`src/rtl/conv_pkg.sv`:
```
// Shared constants and helpers for the convolution front-end buffers.
package conv_pkg;

  localparam int DEF_DATA_WIDTH = 32;
  localparam int DEF_ADDR_WIDTH = 4;

  // Smallest n such that 2**n >= value; sizes the per-reader Count field.
  function automatic int clog2(input int value);
    int res;
    res = 0;
    while ((1 << res) < value) res++;
    return res;
  endfunction

endpackage

```
`src/rtl/fifo_read_port.sv`:
```
// One independent read port of the multi-reader FIFO: read pointer,
// occupancy, empty/full contribution, slot-ready mask and sticky underflow.
module fifo_read_port
  import conv_pkg::*;
#(
  parameter  int AddrWidth = DEF_ADDR_WIDTH,
  localparam int Depth     = 2 ** AddrWidth,
  localparam int PtrW      = AddrWidth + 1
) (
  input  logic             clk,
  input  logic             aclr,
  input  logic             pop,
  input  logic [PtrW-1:0]  wptr,
  output logic [PtrW-1:0]  rptr,
  output logic [PtrW-1:0]  occ,
  output logic             empty,
  output logic             full_hit,
  output logic [Depth-1:0] slot_ready,
  output logic             underflow
);

  logic pop_acc;

  // Occupancy from wrap-bit pointers; modulo arithmetic handles the wrap.
  always_comb begin
    occ      = wptr - rptr;
    empty    = (occ == '0);
    full_hit = (occ == PtrW'(Depth));
    pop_acc  = pop & ~empty;
  end

  // Read pointer advances only on an accepted pop.
  always_ff @(posedge clk or negedge aclr) begin
    if (!aclr) begin
      rptr <= '0;
    end else if (pop_acc) begin
      rptr <= rptr + PtrW'(1);
    end
  end

  // Sticky record of any pop attempted against an empty view.
  always_ff @(posedge clk or negedge aclr) begin
    if (!aclr) begin
      underflow <= 1'b0;
    end else if (pop & empty) begin
      underflow <= 1'b1;
    end
  end

  // Slot k is unread when its distance ahead of the head is below occupancy;
  // this covers the full case (all ones) without special handling.
  always_comb begin
    logic [AddrWidth-1:0] off;
    slot_ready = '0;
    off        = '0;
    for (int k = 0; k < Depth; k++) begin
      off           = AddrWidth'(k) - rptr[AddrWidth-1:0];
      slot_ready[k] = ({1'b0, off} < occ);
    end
  end

endmodule

```
`src/rtl/multi_read_fifo.sv`:
```
// Single-writer, N-reader circular buffer; a word stays resident until
// every reader has popped it. Storage, write side and flag reductions.
module multi_read_fifo
  import conv_pkg::*;
#(
  parameter  int DataWidth     = DEF_DATA_WIDTH,
  parameter  int AddrWidth     = DEF_ADDR_WIDTH,
  parameter  int NumReaders    = 2,
  parameter  int AlmostFullLvl = 12,
  localparam int Depth         = 2 ** AddrWidth,
  localparam int PtrW          = AddrWidth + 1
) (
  input  logic                            clk,
  input  logic                            aclr,
  input  logic                            push,
  input  logic [DataWidth-1:0]            DataIn,
  input  logic [NumReaders-1:0]           pop,
  output logic [NumReaders*DataWidth-1:0] DataOut,
  output logic [NumReaders-1:0]           Empty,
  output logic                            Full,
  output logic                            AlmostFull,
  output logic [NumReaders*PtrW-1:0]      Count,
  output logic [NumReaders*Depth-1:0]     SlotReady,
  output logic [Depth-1:0]                Valid,
  output logic                            Overflow,
  output logic [NumReaders-1:0]           Underflow
);

  localparam int CountW = clog2(Depth + 1);

  logic [DataWidth-1:0]  mem [Depth];
  logic [PtrW-1:0]       wptr;
  logic [PtrW-1:0]       rptr [NumReaders];
  logic [PtrW-1:0]       occ  [NumReaders];
  logic [NumReaders-1:0] full_hit;
  logic [NumReaders-1:0] af_hit;
  logic                  push_acc;

  assign push_acc = push & ~Full;

  for (genvar i = 0; i < NumReaders; i++) begin : g_rd
    fifo_read_port #(
      .AddrWidth (AddrWidth)
    ) u_port (
      .clk        (clk),
      .aclr       (aclr),
      .pop        (pop[i]),
      .wptr       (wptr),
      .rptr       (rptr[i]),
      .occ        (occ[i]),
      .empty      (Empty[i]),
      .full_hit   (full_hit[i]),
      .slot_ready (SlotReady[i*Depth +: Depth]),
      .underflow  (Underflow[i])
    );

    assign DataOut[i*DataWidth +: DataWidth] = mem[rptr[i][AddrWidth-1:0]];
    assign Count[i*CountW +: CountW]         = CountW'(occ[i]);
    assign af_hit[i]                         = (occ[i] >= PtrW'(AlmostFullLvl));
  end

  assign Full       = |full_hit;
  assign AlmostFull = |af_hit;

  // A slot is resident while any reader still has it unread.
  always_comb begin
    Valid = '0;
    for (int i = 0; i < NumReaders; i++) begin
      Valid = Valid | SlotReady[i*Depth +: Depth];
    end
  end

  // Storage write at the tail; cleared on reset so DataOut reads zero.
  always_ff @(posedge clk or negedge aclr) begin
    if (!aclr) begin
      for (int k = 0; k < Depth; k++) begin
        mem[k] <= '0;
      end
    end else if (push_acc) begin
      mem[wptr[AddrWidth-1:0]] <= DataIn;
    end
  end

  // Write pointer with wrap bit; no pass-through when the slowest reader is full.
  always_ff @(posedge clk or negedge aclr) begin
    if (!aclr) begin
      wptr <= '0;
    end else if (push_acc) begin
      wptr <= wptr + PtrW'(1);
    end
  end

  // Sticky record of any push attempted while full.
  always_ff @(posedge clk or negedge aclr) begin
    if (!aclr) begin
      Overflow <= 1'b0;
    end else if (push & Full) begin
      Overflow <= 1'b1;
    end
  end

endmodule
```
`config.mk`:
```
export PLATFORM = sky130hd
export DESIGN_NAME = multi_read_fifo
export DESIGN_NICKNAME = d
export VERILOG_FILES = /design/src/rtl/conv_pkg.sv /design/src/rtl/fifo_read_port.sv /design/src/rtl/multi_read_fifo.sv
export SDC_FILE = /design/constraint.sdc
export NUM_CORES = 1
export LEC_CHECK = 0
export CAP_MARGIN = 20
export CORE_ASPECT_RATIO = 1.5
export CORE_MARGIN = 2
export CORE_UTILIZATION = 40
export CTS_BUF_LIST = sky130_fd_sc_hd__clkbuf_4 sky130_fd_sc_hd__clkbuf_8
export CTS_CLUSTER_SIZE = 28
export DETAILED_ROUTE_END_ITERATION = 10
export PLACE_DENSITY = 0.57
export SYNTH_ARGS = -nofsm -noshare
export SYNTH_HDL_FRONTEND = slang
export SYNTH_HIERARCHICAL = 1
export SYNTH_SLANG_ARGS = --single-unit
```
`constraint.sdc`:
```
create_clock -name clk -period 4.3 [get_ports clk]
set_input_delay 0.86 -clock clk [delete_from_list [all_inputs] [get_ports clk]]
set_output_delay 0.86 -clock clk [all_outputs]
set_load 0.02 [all_outputs]
```
==> impl_metrics.env, run 1 <==
export IMPL_synth_top_area_cell="dfrtp_1"
export IMPL_dieArea_um2=76000
export IMPL_path_clk_slew_ns=0.06
export IMPL_tightest_slew_ns=1.01
export IMPL_ys_ff_latch=530
export IMPL_endpoint_kind="primary output"
export IMPL_port_buffers=165
export IMPL_cp_slowest_stage_delay_ns=0.56
export IMPL_fin_crit_ns=4.29
export IMPL_critPathTopFamily="adder cells"
export IMPL_area_growth_pct=18.7
export IMPL_first_iter_violations=1197
export IMPL_path_class="flop to primary output"
export IMPL_ff2ff_path_depth=15
export IMPL_drc=0
export IMPL_num_rows=122
export IMPL_grt_pass1_wl_mm=135
export IMPL_tritoncts="done"
export IMPL_die_w_um=226
export IMPL_hold_viol_final=0
export IMPL_final_cell_count_no_fill=3231
export IMPL_clock_latency_ns=0.69
export IMPL_fmax_ghz=0.233
export IMPL_setup_viol=0
export IMPL_gp_congestion=0.821
export IMPL_grt_use_total_pct=24.1
export IMPL_syn_inst=2001
export IMPL_drive_gt1_share_pct=52.7
export IMPL_vias=19100
export IMPL_syn_avg_cell_area_um2=14.7
export IMPL_r2r_start="wptr[0]"
export IMPL_ios=166
export IMPL_wl_per_cell_um=27.8
export IMPL_synth_ff_type="dfrtp_1"
export IMPL_fin_worst_skew_ns=0.0373
export IMPL_post_route_period_util_pct=99.8
export IMPL_async_reset_ff_share_pct=100
export IMPL_synth_nets=2082
export IMPL_startpoint_type="flop"
export IMPL_synth_seq_area_share_pct=44.9
export IMPL_finalCoreUtilization_pct=47.7
export IMPL_max_slew_margin_pct=33.0
export IMPL_hold_path_class="input port to asynchronous set/reset pin"
export IMPL_status="finished clean"
export IMPL_dp_hpwl_mm=50.8
export IMPL_die_h_um=337
export IMPL_path_buf_inv=5
export IMPL_clock_sinks=530
export IMPL_clock_root_buffer="clkbuf_8"
export IMPL_path_cells="buf_6 -> inv_4 -> ha_4 -> inv_2 -> fa_2 -> inv_4 -> ha_4 -> nor2_2 -> nor2_2 -> maj3_2 -> a21oi_2 -> o21ai_2 -> or2_2 -> buf_6"
export IMPL_crit_arrival_ns=3.43
export IMPL_maxCapViolCount=0
export IMPL_fillCellCount=6339
export IMPL_ctsHoldBuffers=0
export IMPL_finalNetCount=2256
export IMPL_netlist_area_um2=29500
export IMPL_slowest_stage="fa_2"
export IMPL_rr_endpoint="mem[124]"
export IMPL_grt_max_degree=129
export IMPL_start_util_pct=40.2
export IMPL_cts_buffer_depth=3
export IMPL_report_final_slew_viol_count=0
export IMPL_critical_path_required_ns=3.44
export IMPL_ys_types=54
export IMPL_synth_edf_count=0
export IMPL_antenna_found_initial=3
export IMPL_gr_total_overflow=0
export IMPL_regArea_um2=13300
export IMPL_dpl_cell_count=3058
export IMPL_synth_area_leaders="dfrtp_1, mux4_2, mux2_2"
export IMPL_wirelength_mm=89.9
export IMPL_multi_input_area_um2=15500
export IMPL_cp_max_fo=4
export IMPL_core_um2=73400
export IMPL_yosysWarnings=6
export IMPL_layout_common_cells="dfrtp_1, mux2_2, mux4_2"
export IMPL_ant_nets=0
export IMPL_via_per_inst=5.90
export IMPL_yosys_area_top_type_share_pct=44.9
export IMPL_cts_max_level=3
export IMPL_rrSetupSlack_ns=0.47
export IMPL_dr_pass1_iters=5
export IMPL_rsz0062_at_grt="yes"
export IMPL_grt_pass1_vias=20900
export IMPL_cts_buffers=84
export IMPL_final_common_cell="dfrtp_1"
[cells by family (layout without fill, tap and decap cells)]
group	Yosys count	after routing	synth area share [%]
buffers and inverters	224	460	3.80
AOI/OAI and AO/OA	211	211	5.00
DFF	530	530	44.9
xor gates and xnor gates	36	36	1.17
other	0	2	0
adders and majority gates	62	62	2.58
muxes	770	770	39.5
and+or+nand+nor	168	168	2.97
[stage by stage]
stage                     area (um^2)  hold WS (ns)  worst slack [ns]  setup TNS [ns]
after floorplan                 29500         0.462             0.180               0
after global placement          32600         0.438             0.122               0
after detailed placement        32600         0.447            0.0396               0
after CTS                       34900         0.183           -0.0654          -0.386
after global routing            35000         0.220           -0.0966          -0.735
final                           35000         0.156           0.00943               0
[Yosys cell counts, types with 3 or more instances]
cell type  count
buf_1          6
a31oi_1        6
a21boi_1       4
and3_1         4
clkbuf_2       3
a21oi_1       22
dfrtp_1      530
a21boi_0      10
nand3_4        4
inv_2          4
a21o_1        11
xnor2_1       25
nor2_1        24
o21ai_1       16
buf_6         18
nand3_1        9
o21ai_0        7
and4_1         4
ha_1          42
maj3_2        12
xor2_1         7
mux2_4        30
buf_2         58
mux4_2       256
nand2_1       86
mux2_1        18
mux2_2       464
maj3_1         6
inv_1         28
clkbuf_1      86
a22oi_1      128
buf_4         17
nor2b_1        7
or2_2         17
[repair_timing]
action	in CTS	in global routing
resized for setup	255	39
endpoints found under the setup margin	85	40
hold endpoints to repair	0	0
pin swaps	32	16
cloned	5	2
setup buffers	16	1
[sequential cells by signal (all words and copies together), names as in the netlist]
register               count
mem                      512
g_rd.u_port/rptr          10
wptr                       5
g_rd.u_port/underflow      2
Overflow                   1
[per-layer routing]
| layer | track usage [%] | wire length (um) | part of all wire [%] | vias up |
|---|---|---|---|---|
| li1 | - | - | - | 8006 |
| met1 | 29.9 | 35700 | 40 | 10300 |
| met2 | 41.6 | 45900 | 51 | 604 |
| met3 | 3.36 | 4580 | 5.1 | 193 |
| met4 | 10.9 | 3690 | 4.1 | 4 |
| met5 | 0 | 22 | 0.024 | - |
[worst register-to-register path, stage by stage (launching register included)]
cell and delay [ns]:
dfrtp_1 0.41, buf_6 0.14, inv_4 0.05, ha_4 0.12, inv_2 0.04, fa_2 0.39, a21o_1 0.21, a21oi_2 0.19
xor2_2 0.25, inv_2 0.09, and3_2 0.23, nor3b_4 0.27, buf_12 0.22, and4_2 0.51, buf_12 0.24, mux2_2 0.35
[worst max-delay path by stage]
| stage | slack (ns) | cells past startpoint | from | end |
|---|---|---|---|---|
| floorplan | 0.18 | 11 | wptr[0] | Valid[10] |
| global placement | 0.12 | 12 | wptr[0] | Valid[8] |
| detailed placement | 0.04 | 11 | wptr[0] | Valid[8] |
| CTS | -0.07 | 14 | wptr[0] | Valid[10] |
| global route | -0.1 | 13 | wptr[0] | Valid[4] |
| finish | 0.009 | 14 | wptr[0] | Valid[1] |
[layout make-up]
cell class                      instances  share of cell area [%]
Inverter                               36                   0.429
Antenna cell                            2                  0.0143
Tap cell                              992                    3.54
Timing Repair Buffer                  276                    8.77
Clock buffer                          135                    4.82
Clock inverter                         13                   0.307
Sequential cell                       530                    37.9
Multi-Input combinational cell       1247                    44.2
Power of run 1 is not shown: default switching activity piles up to over one toggle a cycle in this logic, so the estimate is an artifact.
==> run 2, diff against run 1 <==
Settings changed: CORE_ASPECT_RATIO 1.5 to 1.2, CTS_CLUSTER_DIAMETER set to 80.
==> run 2 against run 1 <==
- critical endpoint is now Valid[7]
- via count fell by 2.4%
- highest routed layer unchanged
- utilization fell by 1.5 points
- first-iteration DRC count fell by 4.7%
- non-clock buffer count rose by 8
- the flow now finishes with violations (negative setup slack)
- die area barely moved
- cell count fell by 4.2%
- global-route usage fell by 1.1 points
- final area fell by 3.1%
- register-to-register slack improved by 0.07 ns
==> impl_metrics.env, run 2 (synthesis results as in run 1) <==
export IMPL_drc=0
export IMPL_grt_pass1_vias=20100
export IMPL_endpoint_kind="primary output"
export IMPL_cp_max_fo=4
export IMPL_fin_crit_ns=4.37
export IMPL_wl_per_cell_um=28.3
export IMPL_first_iter_violations=1141
export IMPL_setup_ws_ns=-0.0659
export IMPL_hold_path_class="input port to asynchronous set/reset pin"
export IMPL_tightest_slew_ns=0.912
export IMPL_path_clk_slew_ns=0.15
export IMPL_vias=18600
export IMPL_fmax_ghz=0.229
export IMPL_gr_total_overflow=0
export IMPL_fin_worst_skew_ns=0.0516
export IMPL_antenna_found_initial=2
export IMPL_final_cell_count_no_fill=3096
export IMPL_cts_max_level=1
export IMPL_dpl_cell_count=3005
export IMPL_tritoncts="done"
export IMPL_max_slew_margin_pct=39.2
export IMPL_via_per_inst=6.01
export IMPL_dp_hpwl_mm=49.9
export IMPL_report_final_slew_viol_count=0
export IMPL_dieArea_um2=76000
export IMPL_largest_register_ffs=512
export IMPL_final_common_cell="dfrtp_1"
export IMPL_wirelength_mm=87.7
export IMPL_clock_sinks=530
export IMPL_die_h_um=302
export IMPL_core_um2=73400
export IMPL_dr_pass1_iters=4
export IMPL_timing_setup_tns_ns=-0.217
export IMPL_die_w_um=252
export IMPL_area_growth_pct=15.0
export IMPL_top_register="mem"
export IMPL_cts_buffer_depth=3
export IMPL_failed_checks="negative setup slack"
export IMPL_status="complete, but fails checks"
export IMPL_rsz0062_at_grt="yes"
export IMPL_post_route_period_util_pct=102
export IMPL_placed_area_um2=32500
export IMPL_grt_use_total_pct=22.9
export IMPL_ctsHoldBuffers=0
export IMPL_final_cell_area_um2=33900
export IMPL_ios=166
export IMPL_startpoint_type="flop"
export IMPL_start_util_pct=40.2
export IMPL_port_buffers=165
export IMPL_ff2ff_path_depth=15
export IMPL_num_rows=109
export IMPL_finalNetCount=2210
export IMPL_maxCapViolCount=0
export IMPL_finalHoldWorstSlack_ns=0.173
export IMPL_crit_arrival_ns=3.51
export IMPL_top_regs="mem: 512 flops, g_rd.u_port/rptr: 10 flops, wptr: 5 flops"
export IMPL_gp_congestion=0.816
export IMPL_critical_path_required_ns=3.44
export IMPL_layout_common_cells="dfrtp_1, mux2_2, mux4_2"
export IMPL_grt_pass1_wl_mm=131
export IMPL_fillCellCount=6477
export IMPL_drive_gt1_share_pct=51.2
export IMPL_path_class="flop to primary output"
export IMPL_clock_root_buffer="clkbuf_8"
export IMPL_clock_latency_ns=0.75
export IMPL_hold_viol_final=0
export IMPL_grt_max_degree=100
export IMPL_cts_buffers=30
export IMPL_ant_nets=0
export IMPL_setup_viol=7
run 2: changes by cell type in the layout (fill, tap and decap cells not counted), moves of 10 or more:
| cell | before | now |
|---|---|---|
| clkbuf_8 | 108 | 32 |
| clkbuf_2 | 3 | 13 |
| buf_4 | 69 | 79 |
| clkbuf_4 | 27 | 2 |
run 2: per-layer routing:
layer  global-route usage (%)  share of wire, %  vias up  routed length, um
met2                     40.4                52      466              45200
met1                     30.1                41    10100              36300
met4                     6.44               2.8        2               2420
li1                         -                 -     7896                  -
met5                        0            0.0091        -                  8
met3                     2.34               4.2      137               3680
run 2: stage by stage:
step                      setup slack, ns  utilization [%]
after floorplan                     0.180                -
after global placement              0.171             44.3
after detailed placement            0.132             44.3
after CTS                         -0.0849             45.9
after global routing               -0.182             46.3
final                             -0.0659             46.3
run 2: path summary, 6_finish.rpt:
path	slack (ns)	endpoint	startpoint
setup / recovery	-0.07	Valid[7]	wptr[0]
min in group clk	0.48	g_rd[0].u_port/underflow	g_rd[0].u_port/underflow
max in group asynchronous	3.15	mem[71]	aclr
hold reg to reg	0.48	g_rd[0].u_port/underflow	g_rd[0].u_port/underflow
hold / removal	0.17	mem[58]	aclr
setup reg to reg	0.54	mem[326]	wptr[0]
run 2: cell type report:
cell class              count  area, um^2  share of cell area [%]
diodes                      1        2.50                 0.00737
clock buffers              34         455                    1.34
clock inverters            21         304                   0.896
inverters                  36         148                   0.435
multi-input cells        1247       15500                    45.7
flip-flops and latches    530       13300                    39.1
well taps                 943        1180                    3.48
repair buffers            284        3050                    8.98
run 2: repair_timing:
action | 4_1_cts | 5_1_grt
gates resized for setup | 239 | 99
gates cloned | 4 | 4
setup endpoints to repair | 113 | 85
setup buffers | 17 | 10
pin swaps | 28 | 42
run 2: worst max-delay path: stages, from the launching register on:
cell and delay [ns]:
dfrtp_2 0.45, buf_6 0.13, inv_4 0.04, ha_4 0.13, inv_4 0.04, fa_2 0.56, inv_4 0.06, ha_4 0.29
a21oi_4 0.06, maj3_2 0.36, buf_6 0.14, a21oi_4 0.11, o21ai_2 0.08, or2_4 0.23, buf_6 0.13
Power of run 2 is left out for the same reason.
